## config.mk

```make
export PLATFORM = sky130hd
export DESIGN_NAME = uart_tx
export DESIGN_NICKNAME = d
export VERILOG_FILES = /design/src/rtl/uart_tx_pkg.sv /design/src/rtl/uart_tx_sync_fifo.sv /design/src/rtl/uart_tx.sv
export SDC_FILE = /design/constraint.sdc
export NUM_CORES = 1
export LEC_CHECK = 0
export CAP_MARGIN = 5
export CORE_UTILIZATION = 46
export CTS_BUF_LIST = sky130_fd_sc_hd__clkbuf_16
export DETAILED_ROUTE_END_ITERATION = 12
export PLACE_DENSITY = 0.68
export RECOVER_POWER = 25
export SYNTH_ARGS = -nofsm -noshare
export SYNTH_HDL_FRONTEND = slang
export SYNTH_HIERARCHICAL = 1
export SYNTH_SLANG_ARGS = --single-unit
```

## constraint.sdc

```tcl
create_clock -name clk -period 8.5 [get_ports clk]
set_input_delay 1.7 -clock clk [delete_from_list [all_inputs] [get_ports clk]]
set_output_delay 1.7 -clock clk [all_outputs]
set_load 0.005 [all_outputs]
```

## src/rtl/uart_tx_pkg.sv

```systemverilog
// Shared types and defaults for the UART transmitter.
package uart_tx_pkg;

  // Transmitter FSM states.
  typedef enum logic [1:0] {
    ST_IDLE  = 2'd0,
    ST_START = 2'd1,
    ST_DATA  = 2'd2,
    ST_STOP  = 2'd3
  } uart_state_e;

  localparam int DEF_CLK_FREQ  = 50_000_000;
  localparam int DEF_BAUD_RATE = 115_200;

  // Counter width for a range 0..n-1, never narrower than one bit.
  function automatic int cnt_w(input int n);
    return (n > 1) ? $clog2(n) : 1;
  endfunction

endpackage

```

## src/rtl/uart_tx_sync_fifo.sv

```systemverilog
// Byte FIFO between the store strobe and the serialiser.
// Pointers carry one extra wrap bit so full and empty are distinguishable.
module sync_fifo #(
  parameter int WIDTH = 8,
  parameter int DEPTH = 16
) (
  input  logic                     clk,
  input  logic                     rstn,
  input  logic                     push,
  input  logic [WIDTH-1:0]         push_data,
  input  logic                     pop,
  output logic [WIDTH-1:0]         pop_data,
  output logic                     full,
  output logic                     empty,
  output logic [$clog2(DEPTH):0]   count
);
  localparam int AW = $clog2(DEPTH);

  logic [WIDTH-1:0] mem [DEPTH];
  logic [AW:0]      wr_ptr, rd_ptr;
  logic             wr_en, rd_en;

  // A push into a full FIFO still lands when the head leaves on the same edge.
  assign wr_en    = push & (~full | pop);
  assign rd_en    = pop & ~empty;
  assign empty    = (wr_ptr == rd_ptr);
  assign full     = (wr_ptr[AW] != rd_ptr[AW]) && (wr_ptr[AW-1:0] == rd_ptr[AW-1:0]);
  assign count    = wr_ptr - rd_ptr;
  assign pop_data = mem[rd_ptr[AW-1:0]];

  // Pointer update; wrap-around is natural overflow of the extra bit.
  always_ff @(posedge clk or negedge rstn) begin
    if (!rstn) begin
      wr_ptr <= '0;
      rd_ptr <= '0;
    end else begin
      if (wr_en) wr_ptr <= wr_ptr + 1'b1;
      if (rd_en) rd_ptr <= rd_ptr + 1'b1;
    end
  end

  // Storage write; contents need no reset since the pointers gate reads.
  always_ff @(posedge clk) begin
    if (wr_en) mem[wr_ptr[AW-1:0]] <= push_data;
  end

endmodule

```

## src/rtl/uart_tx.sv

```systemverilog
// UART transmitter fed by CPU byte stores: FIFO plus an 8N1 serialiser, LSB first.
module uart_tx
  import uart_tx_pkg::*;
#(
  parameter int CLK_FREQ   = DEF_CLK_FREQ,
  parameter int BAUD_RATE  = DEF_BAUD_RATE,
  parameter int FIFO_DEPTH = 16
) (
  input  logic                          clk,
  input  logic                          rstn,
  input  logic [7:0]                    uart_data,
  input  logic                          uart_write_enablen,
  output logic                          tx,
  output logic                          tx_busy,
  output logic                          fifo_full,
  output logic [$clog2(FIFO_DEPTH):0]   fifo_count,
  output logic                          overflow
);
  localparam int CPB = CLK_FREQ / BAUD_RATE;
  localparam int BW  = cnt_w(CPB);
  localparam logic [BW-1:0] BAUD_LAST = BW'(CPB - 1);

  uart_state_e   state, state_n;
  logic [BW-1:0] baud_cnt, baud_n;
  logic [2:0]    bit_idx, bit_n;
  logic [7:0]    shift, shift_n;
  logic          tx_n;
  logic          push, pop, empty, baud_done;
  logic [7:0]    head;

  assign push      = ~uart_write_enablen;
  assign baud_done = (baud_cnt == BAUD_LAST);
  assign tx_busy   = (state != ST_IDLE) | ~empty;

  sync_fifo #(.WIDTH(8), .DEPTH(FIFO_DEPTH)) u_fifo (
    .clk       (clk),
    .rstn      (rstn),
    .push      (push),
    .push_data (uart_data),
    .pop       (pop),
    .pop_data  (head),
    .full      (fifo_full),
    .empty     (empty),
    .count     (fifo_count)
  );

  // Next-state logic: pops happen only when a new frame starts (from IDLE or at STOP end).
  always_comb begin
    state_n = state;
    baud_n  = baud_cnt;
    bit_n   = bit_idx;
    shift_n = shift;
    tx_n    = tx;
    pop     = 1'b0;
    case (state)
      ST_IDLE: begin
        tx_n = 1'b1;
        if (!empty) begin
          pop     = 1'b1;
          shift_n = head;
          tx_n    = 1'b0;
          baud_n  = '0;
          state_n = ST_START;
        end
      end
      ST_START: begin
        if (baud_done) begin
          baud_n  = '0;
          bit_n   = '0;
          tx_n    = shift[0];
          state_n = ST_DATA;
        end else begin
          baud_n = baud_cnt + 1'b1;
        end
      end
      ST_DATA: begin
        if (baud_done) begin
          baud_n = '0;
          if (bit_idx == 3'd7) begin
            tx_n    = 1'b1;
            state_n = ST_STOP;
          end else begin
            shift_n = {1'b0, shift[7:1]};
            tx_n    = shift[1];
            bit_n   = bit_idx + 3'd1;
          end
        end else begin
          baud_n = baud_cnt + 1'b1;
        end
      end
      ST_STOP: begin
        if (baud_done) begin
          baud_n = '0;
          if (!empty) begin
            // Back-to-back frame: no idle bit between stop and next start.
            pop     = 1'b1;
            shift_n = head;
            tx_n    = 1'b0;
            state_n = ST_START;
          end else begin
            state_n = ST_IDLE;
          end
        end else begin
          baud_n = baud_cnt + 1'b1;
        end
      end
      default: begin
        tx_n    = 1'b1;
        state_n = ST_IDLE;
      end
    endcase
  end

  // FSM, counters, shifter and registered line output; reset aborts any frame in flight.
  always_ff @(posedge clk or negedge rstn) begin
    if (!rstn) begin
      state    <= ST_IDLE;
      baud_cnt <= '0;
      bit_idx  <= '0;
      shift    <= '0;
      tx       <= 1'b1;
    end else begin
      state    <= state_n;
      baud_cnt <= baud_n;
      bit_idx  <= bit_n;
      shift    <= shift_n;
      tx       <= tx_n;
    end
  end

  // Sticky drop flag: a push against a full FIFO with no pop to make room.
  always_ff @(posedge clk or negedge rstn) begin
    if (!rstn)                            overflow <= 1'b0;
    else if (push && fifo_full && !pop)   overflow <= 1'b1;
  end

endmodule

```

==> results of run 1 <==
-- power groups by stage --
stage	combinational, uW	clock (uW)	sequential (uW)
2_1_floorplan	154	0	971
3_3_place_gp	262	0	979
3_5_place_dp	271	0	983
4_1_cts	273	724	967
5_1_grt	296	756	974
6_report	270	709	966
-- worst min path at each step --
stage	end	startpoint	slack, ns
global placement	overflow$_DFFE_PN0P_	overflow$_DFFE_PN0P_	0.46
detailed placement	overflow$_DFFE_PN0P_	overflow$_DFFE_PN0P_	0.48
finish	overflow$_DFFE_PN0P_	overflow$_DFFE_PN0P_	0.50
floorplan	baud_cnt[8]$_DFFE_PN0N_	baud_cnt[8]$_DFFE_PN0N_	0.47
CTS	overflow$_DFFE_PN0P_	overflow$_DFFE_PN0P_	0.50
global route	shift[7]$_DFFE_PN0P_	shift[7]$_DFFE_PN0P_	0.52
-- cell usage after synthesis, types with 2 or more instances --
master and count:
xor2_1 4, o21ai_0 23, buf_8 3, mux2_2 16
mux4_2 3, clkbuf_1 4, a21oi_1 7, ha_1 18
nor2b_1 4, mux2i_1 25, buf_1 2, nor2_1 9
dfrtp_1 33, edfxtp_1 128, xnor2_1 8, nand4_1 5
nand3_1 8, o22a_1 2, nor4_1 2, a31oi_1 2
and2_1 4, a21o_1 4, and4_1 2, and3_1 16
buf_2 8, mux4_1 21, buf_6 2, inv_1 16
nand2_1 13, o21ai_1 7, a22o_1 3, a21o_2 2
nor3_1 4, a221oi_1 7
-- layer usage --
metal,share of wire,vias up,wire [um]
met5,0,-,0
met4,0.012,0,150
met3,0.040,15,518
met2,0.49,86,6370
met1,0.46,1913,5880
li1,-,1758,-
-- registers in the layout, summed over array words and instances (netlist names) --
signal,count
u_fifo/mem,128
shift,8
overflow,1
state,2
tx,1
bit_idx,3
u_fifo/wr_ptr,5
u_fifo/rd_ptr,5
baud_cnt,9
-- per-stage QoR --
stage | hold WS, ns | cell area [um2] | cells | setup slack (ns) | utilization
after floorplan | 0.465 | 7190 | 434 | 4.70 | -
after global placement | 0.459 | 7490 | 624 | 3.99 | 0.493
after detailed placement | 0.484 | 7490 | 624 | 3.91 | 0.493
after CTS | 0.501 | 8040 | 656 | 3.41 | 0.529
after global routing | 0.524 | 8030 | 656 | 3.17 | 0.528
final | 0.495 | 8030 | 656 | 3.44 | 0.528
-- layout by cell type (no fill, tap or decap), types with 8 or more instances in the layout --
| master | n |
|---|---|
| nand2_1 | 13 |
| edfxtp_1 | 128 |
| inv_1 | 17 |
| nor2_1 | 9 |
| and3_1 | 16 |
| mux2i_1 | 25 |
| nand3_1 | 8 |
| ha_1 | 18 |
| clkbuf_16 | 17 |
| o21ai_0 | 23 |
| xnor2_1 | 8 |
| dfrtp_1 | 32 |
| mux2_2 | 16 |
| clkdlybuf4s50_1 | 15 |
| mux4_1 | 21 |
-- logic make-up (layout without fill, tap and decap cells) --
logic type	after synthesis	after routing	synth area share
mux	65	65	0.146
simple gates	72	72	0.0569
xor+xnor	13	13	0.0169
buf+inv	36	70	0.0292
flops	162	162	0.653
fa+ha+maj	19	19	0.0341
compound gates	67	67	0.0637
-- cell type report --
type | count | area [um2] | area share
tap | 188 | 235 | 0.0293
inverter | 16 | 60.1 | 0.00748
clock inverter | 15 | 124 | 0.0154
timing repair buffer | 22 | 209 | 0.0260
clock buffer | 17 | 425 | 0.0530
sequential | 162 | 4700 | 0.585
multi-input combinational | 236 | 2280 | 0.284
-- worst register-to-register path, stage by stage (launching register included) --
cell and delay, ns:
dfrtp_1 0.94, inv_1 0.22, ha_1 0.38, and4_1 0.21, and2_1 0.22, nor3_1 0.41
o31a_1 0.62, and3_1 0.64
==> flow_summary.ini, run 1 <==
[cts]
htreeDepth = 4
cts_made_buffers = 17
clk_pin_slew_worst_paths_ns = 0.06
clock_latency_ns = 0.43
cts_setup_buffers = 0
cts_tree = built
ctsHoldBuffers = 0
cts_resized = 0
ctsRootBufferMaster = clkbuf_16
cts.path.max_buffers = 2
cts_sinks = 162

[floorplanning]
coreArea_um2 = 15200
die-height_um = 127
fp.dieW_um = 127
die_area_um2 = 16100
rows = 45
initial_core_util = 0.473
ios = 20

[synthesis]
yosys_warnings = 6
avgSynthCellArea_um2 = 16.6
syn-instance-count = 434
synth_top_area_share = 0.535
synth_top_area_cell = edfxtp_1
synth_seq_cells = 162
ys_types = 53
syn_nets = 464
synth-async-reset-ratio = 0.210
ys_seq_area_frac = 0.653
synth_ff_type = edfxtp_1
synth_edf_count = 128
netlist_area_um2 = 7190
ys_top_cells_by_area = edfxtp_1, dfrtp_1, mux4_1

[timing]
hold_violations = 0
fin_crit_sh = 0.596
fin_worst_skew_ns = 0.00748
finalMaxSlewViolations = 35
max_slew_margin = -0.280
setup_violations = 0
setup_tns_ns = 0
period_needed_ns = 5.06
worst_slew_pin_slew_ns = 1.92
fmax_mhz = 198
rsz0062_at_grt = false

[finish]
antenna_cells = 0
syn_to_final_growth_pct = 11.7
drive_gt1_frac = 0.132
nFillCells = 1210
nets = 485

[drt]
vias_per_cell = 5.75
dr.pass1.iters = 6
vias = 3772
drc = 0
drt.antenna.violating_nets = 0
drtIter0Drc = 219
wire_per_inst_um = 19.7
wl_um = 12900

[run_status]
violations = capacitance limit, slew limit
status = finished, violations left

[worst_setup_path]
endpoint = tx_busy
slowest_stage = dfrtp_1
cp-startpoint = u_fifo/rd_ptr[1]$_DFFE_PN0P_
crit_buf_inv = 3
reg2regPathDepth = 7
end_kind = output pin
cpLargestDelayFamily = flip-flops
timing.rr.end = u_fifo/mem[15][4]$_DFFE_PP_
reg2reg_from = u_fifo/rd_ptr[1]$_DFFE_PN0P_
path_cells = inv_1 > ha_1 > and4_1 > and2_1 > and2_1 > inv_1 > clkdlybuf4s50_1
path_class = register to output pin
critPathRequiredTime_ns = 6.80
critical_path_arrival_ns = 3.36
reg2reg_slack_ns = 4.50
slowest_delay_ns = 0.94
critPathMaxFanout = 20
critPathLaunchType = register
crit_cells = 7

[global_route]
grt_use_met3 = 0.0507
grt_pass1_wl_um = 20900
grt_use_total = 0.176
grt_use_met2 = 0.287
grt_pass1_vias = 3864
grt_antenna_before_repair = 0
grt_busiest_layer = met2
grt_util_met1 = 0.227
overflow = 0
grt_start_max_net_pins = 45

[run]
maxCapViolCount = 1

[min_path]
hold_depth = 1
hold_path.class = register to register

[place]
port_buffers = 19
dpl.hpwl_um = 8400
gp_congestion = 0.811

[pwr]
p_sw_uw = 505
p_leak_uw = 0.00298
swShare = 0.260
p_clk_frac = 0.364
ir_worst_vdd_v = 0.000264
powerDensity_nw_per_um2 = 242
internal_power_uw = 1440
sequentialPowerShare = 0.497
p_total_uw = 1950
combinationalPowerShare = 0.139
Note: power is estimated with default switching activity, not from simulation.
==> inputs of run 2 (changes only) <==
--- a/config.mk
+++ b/config.mk
@@ -9,7 +9,7 @@
 export CORE_UTILIZATION = 46
 export CTS_BUF_LIST = sky130_fd_sc_hd__clkbuf_16
 export DETAILED_ROUTE_END_ITERATION = 12
-export PLACE_DENSITY = 0.68
+export PLACE_DENSITY = 0.71
 export RECOVER_POWER = 25
 export SYNTH_ARGS = -nofsm -noshare
 export SYNTH_HDL_FRONTEND = slang
==> constraint.sdc (replaced) <==
create_clock -name clk -period 4.5 [get_ports clk]
set_input_delay 0.9 -clock clk [delete_from_list [all_inputs] [get_ports clk]]
set_output_delay 0.9 -clock clk [all_outputs]
set_load 0.005 [all_outputs]
==> flow_summary.ini, run 2 (synthesis results as in run 1) <==
[run_status]
status = finished, final reports clean

[pwr]
combinationalPowerShare = 0.143
internal_power_uw = 2870
sequentialPowerShare = 0.480
p_clk_frac = 0.377
powerDensity_nw_per_um2 = 474
ir_worst_vdd_v = 0.000291
swShare = 0.251
p_sw_uw = 961
p_total_uw = 3830
p_leak_uw = 0.00300

[timing]
finalMaxSlewViolations = 0
worst_slew_pin_slew_ns = 1.27
setup_tns_ns = 0
rsz0062_at_grt = false
max_slew_margin = 0.156
fmax_mhz = 258
fin_worst_skew_ns = 0.00941
setup_violations = 0
period_needed_ns = 3.88
hold_violations = 0
fin_crit_sh = 0.862

[worst_setup_path]
crit_buf_inv = 3
end_kind = output pin
critPathLaunchType = register
critPathRequiredTime_ns = 3.60
cpLargestDelayFamily = buffers and inverters
path_class = register to output pin
slowest_stage = dfrtp_1
critical_path_arrival_ns = 2.98
slowest_delay_ns = 0.57
cp-startpoint = u_fifo/rd_ptr[3]$_DFFE_PN0P_
reg2reg_from = u_fifo/rd_ptr[3]$_DFFE_PN0P_
path_cells = inv_1 > ha_1 > and4_1 > and2_1 > and2_1 > inv_1 > clkdlybuf4s50_1
critPathMaxFanout = 11

[floorplanning]
die_area_um2 = 16100
fp.dieW_um = 127
ios = 20
rows = 45
initial_core_util = 0.473
die-height_um = 127
coreArea_um2 = 15200

[cts]
clock_latency_ns = 0.43
cts_resized = 0
htreeDepth = 4
ctsRootBufferMaster = clkbuf_16
cts_made_buffers = 17
clk_pin_slew_worst_paths_ns = 0.06
cts_setup_buffers = 0
cts_tree = built
cts_sinks = 162
cts.path.max_buffers = 2
ctsHoldBuffers = 0

[drt]
vias_per_cell = 5.96
wl_um = 15000
dr.pass1.iters = 5
drc = 0
vias = 3922
drtIter0Drc = 537
drt.antenna.violating_nets = 0
wire_per_inst_um = 22.8

[finish]
nets = 487
largest_reg_flops = 128
layout_commonest_cell = edfxtp_1
nFillCells = 1170
antenna_cells = 0
syn_to_final_growth_pct = 12.6
drive_gt1_frac = 0.134
post-route-util = 0.532
layout_common_cells = edfxtp_1, dfrtp_1, mux2i_1

[min_path]
hold_path.class = register to register
min-delay-start = shift[4]$_DFFE_PN0P_

[place]
dpl.hpwl_um = 9970
gp_congestion = 0.844
port_buffers = 19

[global_route]
grt_pass1_vias = 3751
overflow = 0
grt_start_max_net_pins = 44
grt_pass1_wl_um = 22800
grt_use_total = 0.199
grt_antenna_before_repair = 0

[run]
maxCapViolCount = 0
==> run 2: cell type report <==
cell class	instances	area [um2]	share of cell area
clock buffer	17	425	0.0526
sequential	162	4700	0.580
clock inverter	15	169	0.0209
inverter	16	60.1	0.00742
tap	188	235	0.0291
timing repair buffer	24	224	0.0277
multi-input combinational	236	2280	0.282
==> run 2: routing by layer <==
| layer | routed length (um) | GRT usage | share of wire |
|---|---|---|---|
| met1 | 6480 | 0.277 | 0.43 |
| met2 | 7020 | 0.305 | 0.47 |
| met3 | 1190 | 0.0519 | 0.080 |
| met4 | 291 | 0.0735 | 0.019 |
| met5 | 0 | 0 | 0 |
==> run 2: metrics by stage <==
step	instances	hold slack (ns)	cell area, um2	setup WS [ns]
6_report	658	0.505	8090	0.622
5_1_grt	658	0.525	8090	0.396
4_1_cts	658	0.507	8100	0.639
3_5_place_dp	626	0.493	7500	1.10
3_3_place_gp	626	0.485	7500	1.21
2_1_floorplan	434	0.465	7190	1.50
==> run 2: power groups by stage <==
stage	clock, uW	combinational, uW	sequential (uW)
after floorplan	0	290	1830
after global routing	1520	594	1850
after detailed placement	0	546	1870
final	1450	548	1840
after global placement	0	533	1870
after CTS	1470	549	1840
==> run 2: worst paths after layout <==
path                                                end  slack [ns]  cells after the start
max                                             tx_busy        0.62                      7
min                                shift[4]$_DFFE_PN0P_        0.50                      1
max reg2reg                 u_fifo/mem[15][6]$_DFFE_PP_        1.08                      7
min reg2reg                        shift[4]$_DFFE_PN0P_        0.50                      1
max in group asynchronous  u_fifo/rd_ptr[0]$_DFFE_PN0P_        1.99                      2
min in group asynchronous       baud_cnt[7]$_DFFE_PN0N_        0.88                      1
==> inputs of run 3 (changes only) <==
--- a/config.mk
+++ b/config.mk
@@ -11,6 +11,7 @@
 export DETAILED_ROUTE_END_ITERATION = 12
 export PLACE_DENSITY = 0.71
 export RECOVER_POWER = 25
+export SLEW_MARGIN = 20
 export SYNTH_ARGS = -nofsm -noshare
 export SYNTH_HDL_FRONTEND = slang
 export SYNTH_HIERARCHICAL = 1
==> results of run 3 <==
No change in the layout: final DEF, timing and power equal those of run 2.
